==> src/rtl/decode_register_bank_pkg.sv <==
// Shared definitions for the decode-stage register bank: dump FSM encodings
// and the default geometry also used by instruction_decode.
package decode_register_bank_pkg;

    localparam int unsigned DEFAULT_DATA_WIDTH = 32;
    localparam int unsigned DEFAULT_ADDR_WIDTH = 5;

    typedef enum logic [1:0] {
        DUMP_IDLE   = 2'd0,
        DUMP_STREAM = 2'd1,
        DUMP_DONE   = 2'd2
    } dump_state_t;

endpackage

==> src/rtl/decode_register_bank_dump_ctrl.sv <==
// Dump sequencer: walks every register index once through a valid/ready
// handshake, then pulses done for a single cycle.
module decode_register_bank_dump_ctrl
    import decode_register_bank_pkg::*;
#(
    parameter int unsigned ADDR_WIDTH = DEFAULT_ADDR_WIDTH
) (
    input  logic                  i_clk,
    input  logic                  i_reset,
    input  logic                  i_dump_start,
    input  logic                  i_dump_ready,
    output logic                  o_dump_valid,
    output logic [ADDR_WIDTH-1:0] o_dump_index,
    output logic                  o_dump_busy,
    output logic                  o_dump_done
);

    dump_state_t state;

    always_ff @(posedge i_clk) begin
        if (!i_reset) begin
            state        <= DUMP_IDLE;
            o_dump_index <= '0;
            o_dump_valid <= 1'b0;
            o_dump_busy  <= 1'b0;
            o_dump_done  <= 1'b0;
        end else begin
            case (state)
                DUMP_IDLE: begin
                    o_dump_done <= 1'b0;
                    if (i_dump_start) begin
                        state        <= DUMP_STREAM;
                        o_dump_index <= '0;
                        o_dump_valid <= 1'b1;
                        o_dump_busy  <= 1'b1;
                    end
                end
                DUMP_STREAM: begin
                    if (i_dump_ready) begin
                        if (o_dump_index == '1) begin
                            state        <= DUMP_DONE;
                            o_dump_valid <= 1'b0;
                            o_dump_done  <= 1'b1;
                        end else begin
                            o_dump_index <= o_dump_index + 1'b1;
                        end
                    end
                end
                DUMP_DONE: begin
                    state       <= DUMP_IDLE;
                    o_dump_done <= 1'b0;
                    o_dump_busy <= 1'b0;
                end
                default: begin
                    state        <= DUMP_IDLE;
                    o_dump_valid <= 1'b0;
                    o_dump_busy  <= 1'b0;
                    o_dump_done  <= 1'b0;
                end
            endcase
        end
    end

endmodule

==> src/rtl/decode_register_bank.sv <==
// Decode-stage register bank: N registered read ports with optional write
// bypass, one writeback port, optional zero register and a debug dump stream.
module decode_register_bank
    import decode_register_bank_pkg::*;
#(
    parameter int unsigned DATA_WIDTH     = DEFAULT_DATA_WIDTH,
    parameter int unsigned ADDR_WIDTH     = DEFAULT_ADDR_WIDTH,
    parameter int unsigned NUM_READ_PORTS = 2,
    parameter int unsigned ZERO_REG       = 1,
    parameter int unsigned BYPASS         = 1
) (
    input  logic                                 i_clk,
    input  logic                                 i_reset,
    input  logic                                 i_stall,
    input  logic [NUM_READ_PORTS*ADDR_WIDTH-1:0] i_rd_addr,
    output logic [NUM_READ_PORTS*DATA_WIDTH-1:0] o_rd_data,
    input  logic                                 i_wr_en,
    input  logic [ADDR_WIDTH-1:0]                i_wr_addr,
    input  logic [DATA_WIDTH-1:0]                i_wr_data,
    input  logic                                 i_dump_start,
    input  logic                                 i_dump_ready,
    output logic                                 o_dump_valid,
    output logic [ADDR_WIDTH-1:0]                o_dump_index,
    output logic [DATA_WIDTH-1:0]                o_dump_data,
    output logic                                 o_dump_busy,
    output logic                                 o_dump_done
);

    localparam int unsigned DEPTH = 2 ** ADDR_WIDTH;

    logic [DATA_WIDTH-1:0]                regs [DEPTH];
    logic [NUM_READ_PORTS*DATA_WIDTH-1:0] rd_next;
    logic                                 wr_allowed;

    assign wr_allowed = i_wr_en && !(ZERO_REG != 0 && i_wr_addr == '0);

    always_ff @(posedge i_clk) begin
        if (!i_reset) begin
            for (int unsigned i = 0; i < DEPTH; i++) begin
                regs[i] <= '0;
            end
        end else if (wr_allowed) begin
            regs[i_wr_addr] <= i_wr_data;
        end
    end

    // A zeroed register 0 never matches the bypass since wr_allowed excludes it.
    always_comb begin
        logic [ADDR_WIDTH-1:0] addr_k;
        rd_next = '0;
        addr_k  = '0;
        for (int unsigned k = 0; k < NUM_READ_PORTS; k++) begin
            addr_k = i_rd_addr[k*ADDR_WIDTH +: ADDR_WIDTH];
            if (ZERO_REG != 0 && addr_k == '0) begin
                rd_next[k*DATA_WIDTH +: DATA_WIDTH] = '0;
            end else if (BYPASS != 0 && wr_allowed && i_wr_addr == addr_k) begin
                rd_next[k*DATA_WIDTH +: DATA_WIDTH] = i_wr_data;
            end else begin
                rd_next[k*DATA_WIDTH +: DATA_WIDTH] = regs[addr_k];
            end
        end
    end

    always_ff @(posedge i_clk) begin
        if (!i_reset) begin
            o_rd_data <= '0;
        end else if (!i_stall) begin
            o_rd_data <= rd_next;
        end
    end

    decode_register_bank_dump_ctrl #(
        .ADDR_WIDTH (ADDR_WIDTH)
    ) u_dump_ctrl (
        .i_clk        (i_clk),
        .i_reset      (i_reset),
        .i_dump_start (i_dump_start),
        .i_dump_ready (i_dump_ready),
        .o_dump_valid (o_dump_valid),
        .o_dump_index (o_dump_index),
        .o_dump_busy  (o_dump_busy),
        .o_dump_done  (o_dump_done)
    );

    always_comb begin
        o_dump_data = regs[o_dump_index];
        if (ZERO_REG != 0 && o_dump_index == '0) begin
            o_dump_data = '0;
        end
    end

endmodule

==> config.mk <==
export PLATFORM = sky130hd
export DESIGN_NAME = decode_register_bank
export DESIGN_NICKNAME = d
export VERILOG_FILES = /design/src/rtl/decode_register_bank_pkg.sv /design/src/rtl/decode_register_bank_dump_ctrl.sv /design/src/rtl/decode_register_bank.sv
export SDC_FILE = /design/constraint.sdc
export NUM_CORES = 2
export LEC_CHECK = 0
export ABC_CLOCK_PERIOD_IN_PS = 4700
export CORE_UTILIZATION = 51
export DETAILED_ROUTE_END_ITERATION = 8
export PLACE_DENSITY = 0.7
export SYNTH_ARGS = -nofsm -noshare
export SYNTH_HDL_FRONTEND = slang
export SYNTH_SLANG_ARGS = --single-unit
==> constraint.sdc <==
create_clock -name i_clk -period 4.7 [get_ports i_clk]
set_clock_uncertainty 0.15 [all_clocks]
set_input_delay 0.94 -clock i_clk [delete_from_list [all_inputs] [get_ports i_clk]]
set_output_delay 0.94 -clock i_clk [all_outputs]
set_load 0.05 [all_outputs]
**After elaboration in Yosys (flattened, before gate mapping)**

Memory sizes are Yosys's and may differ from the RTL's. A register that Yosys moved wholly into a read port is not among the register bits.
Index checks and enable logic that the tools add are counted.

- Bits in registers: 74
- Output and inout port bits: 104
- RAM bits: 1024
- Input port bits: 53
- Memories: 1

- Equality and inequality tests: 9
- Add/sub/neg operators: 1
- Reduce and logical (&&, ||, !) cells: 17
- Mux-type cells: 27
- Bitwise logic cells: 2

Memories:

| memory | depth | bits a word | read ports | clocked after Yosys merged registers in | write ports | line | text |
|---|---|---|---|---|---|---|---|
| regs | 32 | 32 | 3 | 1 | 32 | decode_register_bank.sv:31 | `logic [DATA_WIDTH-1:0] regs [DEPTH];` |

Operators by type and width:

| operator | number |
|---|---|
| $mux W32 | 6 |
| $reduce_or A32 Y1 | 1 |
| $mux W5 | 6 |
| $logic_not A5 Y1 | 4 |
| $eq A5 B5 Y1 | 2 |
| $pmux W5 S2 | 1 |
| $mux W1 | 8 |
| $reduce_and A4 Y1 | 2 |
| $mux W2 | 3 |
| $ne A2 B2 Y1 const B | 3 |
| $reduce_and A2 Y1 | 3 |
| $add A5 B1 Y5 const B | 1 |
| $eq A5 B5 Y1 const B | 1 |
| $pmux W2 S2 | 1 |
| $logic_and A1 B1 Y1 | 3 |
| $pmux W1 S3 | 1 |
| $reduce_and A3 Y1 | 1 |
| $eq A2 B1 Y1 const B | 1 |
| $eq A2 B2 Y1 const B | 1 |
| $logic_not A2 Y1 | 1 |
| $ne A2 B1 Y1 const B | 1 |
| $not A1 Y1 | 2 |
| $pmux W1 S2 | 1 |
| $reduce_bool A2 Y1 | 1 |
| $logic_not A1 Y1 | 1 |

**Longest topological paths before layout**

- Depth in word-level cells: 8
- Gate-level depth with buffers: 9
- Depth with buffers taken out: 8

**Modules after synthesis**

From an unflattened synthesis, not the netlist that was laid out.

- Cell total of the unflattened synthesis: 4378
- Area total of the unflattened synthesis: 65380.2 um2

Modules (own cells, without submodules):

| module | sequential area each (um2) | area an instance (um2) | instances | cells an instance |
|---|---|---|---|---|
| decode_register_bank | 32030.7 | 64931.0 | 1 | 4330 |
| decode_register_bank_dump_ctrl | 200.2 | 449.2 | 1 | 48 |

**Worst setup path before layout**

Ideal clock, no wire load.

- Path kind: in2reg
- From: input port i_wr_addr[0]
- To: memory regs[12][0] (netlist bit), enable pin
- Stages on the path: 4
- Data arrival time: 4.190 ns
- Slack: -0.106 ns
- Data required time: 4.084 ns
- Path through: buf_2 or4_1 buf_2 o21ai_0

RTL lines:

| element | line | text |
|---|---|---|
| from (decl) | decode_register_bank.sv:18 | `input logic [ADDR_WIDTH-1:0] i_wr_addr,` |
| to (decl) | decode_register_bank.sv:31 |  |

**Worst setup path in the final report**

- From: register u_dump_ctrl.o_dump_index[0]
- To: output port o_dump_data[28]

- Longest elaborated chain between the ends: 2

RTL lines:

| element | line | text |
|---|---|---|
| from (decl) | decode_register_bank_dump_ctrl.sv:13 | `output logic [ADDR_WIDTH-1:0] o_dump_index,` |
| from (signal assigned) | decode_register_bank_dump_ctrl.sv:45 | `o_dump_index <= o_dump_index + 1'b1;` |
| $logic_not A5 Y1 | decode_register_bank.sv:87 | `if (ZERO_REG != 0 && o_dump_index == '0) begin` |
| $mux W32 | decode_register_bank.sv:87 |  |
| to (decl) | decode_register_bank.sv:24 | `output logic [DATA_WIDTH-1:0] o_dump_data,` |

No other way between the ends.

==> flow_summary.yaml <==
sta:
  clock.fmax_ghz: 0.214
  fin_hold_ws_ns: 0.293
  worstMarginPinSlew_ns: 1.44
  rsz_0062_raised_after_global_routing: "no"
  finalMaxSlewViolations: 0
  setup_viol: 0
  finalWorstPathRequiredPeriod_ns: 4.68
  slew_headroom: 0.0337
  hold_viol: 0
  period_share: 0.995
critical_path:
  cp.required_ns: 3.61
  cp_slowest_cell: "sky130_fd_sc_hd__o22ai_1"
  crit_arrival_ns: 3.59
  cp_cell_sequence: "inv_1 -> ha_1 -> nor4b_2 -> nand2b_2 -> buf_4 -> o22ai_1 -> buf_4"
  timing.critical_path.mode_cell: "sky130_fd_sc_hd__buf_4"
  cp_slowest_stage_delay_ns: 0.86
  timing.setup.critical_path_class: "flip-flop to primary output"
  cp_top_family: "compound AO/OA/AOI/OAI gates"
  crit_path_max_fanout: 16
  crit_path_end_kind: "primary output"
  critical_path.startpoint_type: "flip-flop"
  worst-path-buf-inv: 3
drt:
  drc: 0
  detailedRoute.firstIterationViolations: 8933
  first_pass_iters: 6
  route.detailed.wl_per_inst_um: 40.6
  totalWireLength_mm: 253
  ant_nets: 0
  via_count: 46634
  avgViaCountPerCell: 7.49
floorplan:
  die_height_um: 360
  die-area_mm2: 0.129
  die_w_um: 360
  count_of_standard_cell_rows: 130
  core_area_mm2: 0.126
  num_io_pins: 157
  initial_core_util: 0.516
power:
  vdd_drop_max_mv: 0.435
  total_leakage_power_uw: 0.0251
  power-per-cell-area_mw_per_mm2: 348
  power_uw: 25700
global_route:
  gr-usage-all-layers: 0.389
  antenna_found_initial: 44
  globalRoute.totalOverflow: 0
  vias_in_the_first_global_route: 45388
  maximum_number_of_pins_on_one_net_before_global_route_repair: 72
  grt_first_pass_wirelength_mm: 351
synth:
  synth_fa_ha_area_frac: 0.000576
  yosys.area.top_type_share: 0.472
  yosys.cell_types.count: 52
  ys_warns: 0
  synth_compound_area_frac: 0.0479
  synth.cell_area_mm2: 0.0652
  synth.largest_area_cell: "sky130_fd_sc_hd__edfxtp_1"
  synth_seq_cells: 1103
  post_synth_most_frequent_cells: "1024 x sky130_fd_sc_hd__edfxtp_1, 996 x sky130_fd_sc_hd__and2_1, 754 x sky130_fd_sc_hd__mux4_2"
  post_synth_main_area_contributors: "sky130_fd_sc_hd__edfxtp_1 47%, sky130_fd_sc_hd__mux4_2 26%, sky130_fd_sc_hd__and2_1 9.6%, sky130_fd_sc_hd__mux2i_1 2.7%, sky130_fd_sc_hd__dfxtp_1 2.4%"
  synth_flop_cell: "sky130_fd_sc_hd__edfxtp_1"
  synth_area_per_cell_um2: 14.7
  syn_inst: 4425
  yosysSeqAreaShare: 0.496
  yosysMostFrequentCell: "sky130_fd_sc_hd__edfxtp_1"
  post_synth_and_or_nand_nor_area_fraction: 0.117
  synth_xor_area_frac: 0.00161
  number_of_synthesized_flops_with_an_enable_pin: 1024
  ys_async_rst_share: 0
  synth_top_family_by_area: "multiplexers"
  yosys-mux-area-fraction: 0.298
place:
  port_buffers: 156
  gp_congestion: 0.969
  hpwlAfterDp_mm: 153
final_layout:
  nets: 4506
  fillCellCount: 9551
  area_growth_syn_to_layout_pct: 13.3
  final_layout_size_suffix_gt1_frac: 0.296
clocking:
  cts_clk_pin_slew_worst_paths_ns: 0.06
  h-tree-depth: 3
  cts_inserted_buffers: 119
  root_buffer: "sky130_fd_sc_hd__clkbuf_16"
  clock_latency_ns: 0.76
  cts_sinks: 1103
  clock_tree_from_tritoncts: "yes"
  cts_buffer_depth: 3
run_status:
  run_status: "finished clean"
flow_run:
  max_cap_violation_count: 0
worst_hold_path:
  hold_path_class: "flip-flop to flip-flop"
==> sequential cells by signal (all words and copies together), names as in the netlist, named ones only <==
signal,cells
u_dump_ctrl.state,2
u_dump_ctrl.o_dump_busy,1
u_dump_ctrl.o_dump_done,1
o_rd_data,64
regs,1024
u_dump_ctrl.o_dump_index,5
u_dump_ctrl.o_dump_valid,1
==> final cells by class <==
| cell class | count | area, um^2 | area share |
|---|---|---|---|
| well taps | 1650 | 2060 | 0.0279 |
| clock buffers | 153 | 3260 | 0.0441 |
| repair buffers | 374 | 3890 | 0.0526 |
| multi-input cells | 2783 | 31100 | 0.421 |
| inverters | 69 | 259 | 0.00351 |
| clock inverters | 73 | 910 | 0.0123 |
| flip-flops and latches | 1103 | 32300 | 0.438 |
| diodes | 19 | 47.5 | 0.000644 |
==> what timing repair did <==
action | CTS | global route
hold buffers | 0 | 0
resized for setup | 9 | 12
setup endpoints to repair | 17 | 12
setup buffers | 0 | 1
==> worst min-delay path, stage by stage, from the launching register on <==
cell                      delay [ns]
sky130_fd_sc_hd__dfxtp_1        0.31
sky130_fd_sc_hd__inv_1          0.04
sky130_fd_sc_hd__a21oi_1        0.05
==> power by group <==
| group | internal [uW] | leakage [uW] | switching [uW] |
|---|---|---|---|
| Combinational | 1580 | 0.0127 | 2160 |
| Sequential | 11300 | 0.0104 | 476 |
| Clock | 6030 | 0.00205 | 4150 |
==> per-layer routing <==
layer,GRT usage,routed length (um),vias to the layer above
met2,0.550,107000,4737
met1,0.509,84700,23437
met3,0.168,45000,982
met4,0.203,15600,26
met5,0,479,-
li1,-,-,17452
==> metrics by stage <==
stage / TNS [ns] / std cells / cell area (um^2) / setup slack (ns) / utilization
5_1_grt: 0 / 6211 / 73800 / 0.00456 / 0.585
3_5_place_dp: 0 / 5978 / 69600 / 0.634 / 0.551
3_3_place_gp: 0 / 5978 / 69600 / 0.615 / 0.551
4_1_cts: -0.205 / 6204 / 73800 / -0.0545 / 0.584
2_1_floorplan: -22.17 / 4456 / 65300 / -0.106 / -
6_report: 0 / 6224 / 73900 / 0.0243 / 0.585
==> path summary, 6_finish.rpt <==
kind	from	end	slack, ns	depth (start not counted)
setup / recovery	u_dump_ctrl.o_dump_index[0]	o_dump_data[28]	0.02	7
hold / removal	u_dump_ctrl.o_dump_busy	u_dump_ctrl.o_dump_busy	0.29	2
setup reg to reg	u_dump_ctrl.o_dump_index[0]	flip-flop	2.45	8
hold reg to reg	u_dump_ctrl.o_dump_busy	u_dump_ctrl.o_dump_busy	0.29	2
==> kinds of logic (layout without fill, tap and decap cells) <==
family,count (synthesis),after routing
AND/OR/NAND/NOR,1296,1296
flip-flops,1103,1103
multiplexers,992,992
buffers and inverters,570,669
AO/OA/AOI/OAI,448,448
XOR/XNOR,12,12
adder cells (fa/ha/maj),3,3
other,1,51
==> cells in the final DEF (no fill, tap or decap), types with 8 or more instances in the layout <==
master,netlist,layout
sky130_fd_sc_hd__mux2_2,64,64
sky130_fd_sc_hd__clkbuf_1,337,23
sky130_fd_sc_hd__bufinv_16,0,21
sky130_fd_sc_hd__mux2i_1,174,174
sky130_fd_sc_hd__buf_4,15,185
sky130_fd_sc_hd__and3_1,15,15
sky130_fd_sc_hd__o21ai_0,83,52
sky130_fd_sc_hd__nand3_1,68,68
sky130_fd_sc_hd__o211a_1,18,18
sky130_fd_sc_hd__a221oi_1,46,46
sky130_fd_sc_hd__inv_1,69,68
sky130_fd_sc_hd__clkinv_2,0,27
sky130_fd_sc_hd__nor2_1,42,13
sky130_fd_sc_hd__dfxtp_1,79,75
sky130_fd_sc_hd__and2_1,996,992
sky130_fd_sc_hd__o211ai_1,18,18
sky130_fd_sc_hd__a22oi_1,114,114
sky130_fd_sc_hd__diode_2,0,19
sky130_fd_sc_hd__o21ai_4,0,31
sky130_fd_sc_hd__o21ai_1,9,9
sky130_fd_sc_hd__mux4_2,754,754
sky130_fd_sc_hd__nand2_1,137,137
sky130_fd_sc_hd__clkbuf_16,0,123
sky130_fd_sc_hd__a211oi_1,32,32
sky130_fd_sc_hd__conb_1,1,32
sky130_fd_sc_hd__buf_8,0,8
sky130_fd_sc_hd__buf_12,0,55
sky130_fd_sc_hd__a21oi_1,12,12
sky130_fd_sc_hd__nor2_4,0,32
sky130_fd_sc_hd__a221o_1,14,14
sky130_fd_sc_hd__clkinv_1,0,14
sky130_fd_sc_hd__edfxtp_1,1024,1024
sky130_fd_sc_hd__clkdlybuf4s50_1,0,116
sky130_fd_sc_hd__o22ai_1,96,95
(Power assumes the default switching activity.)
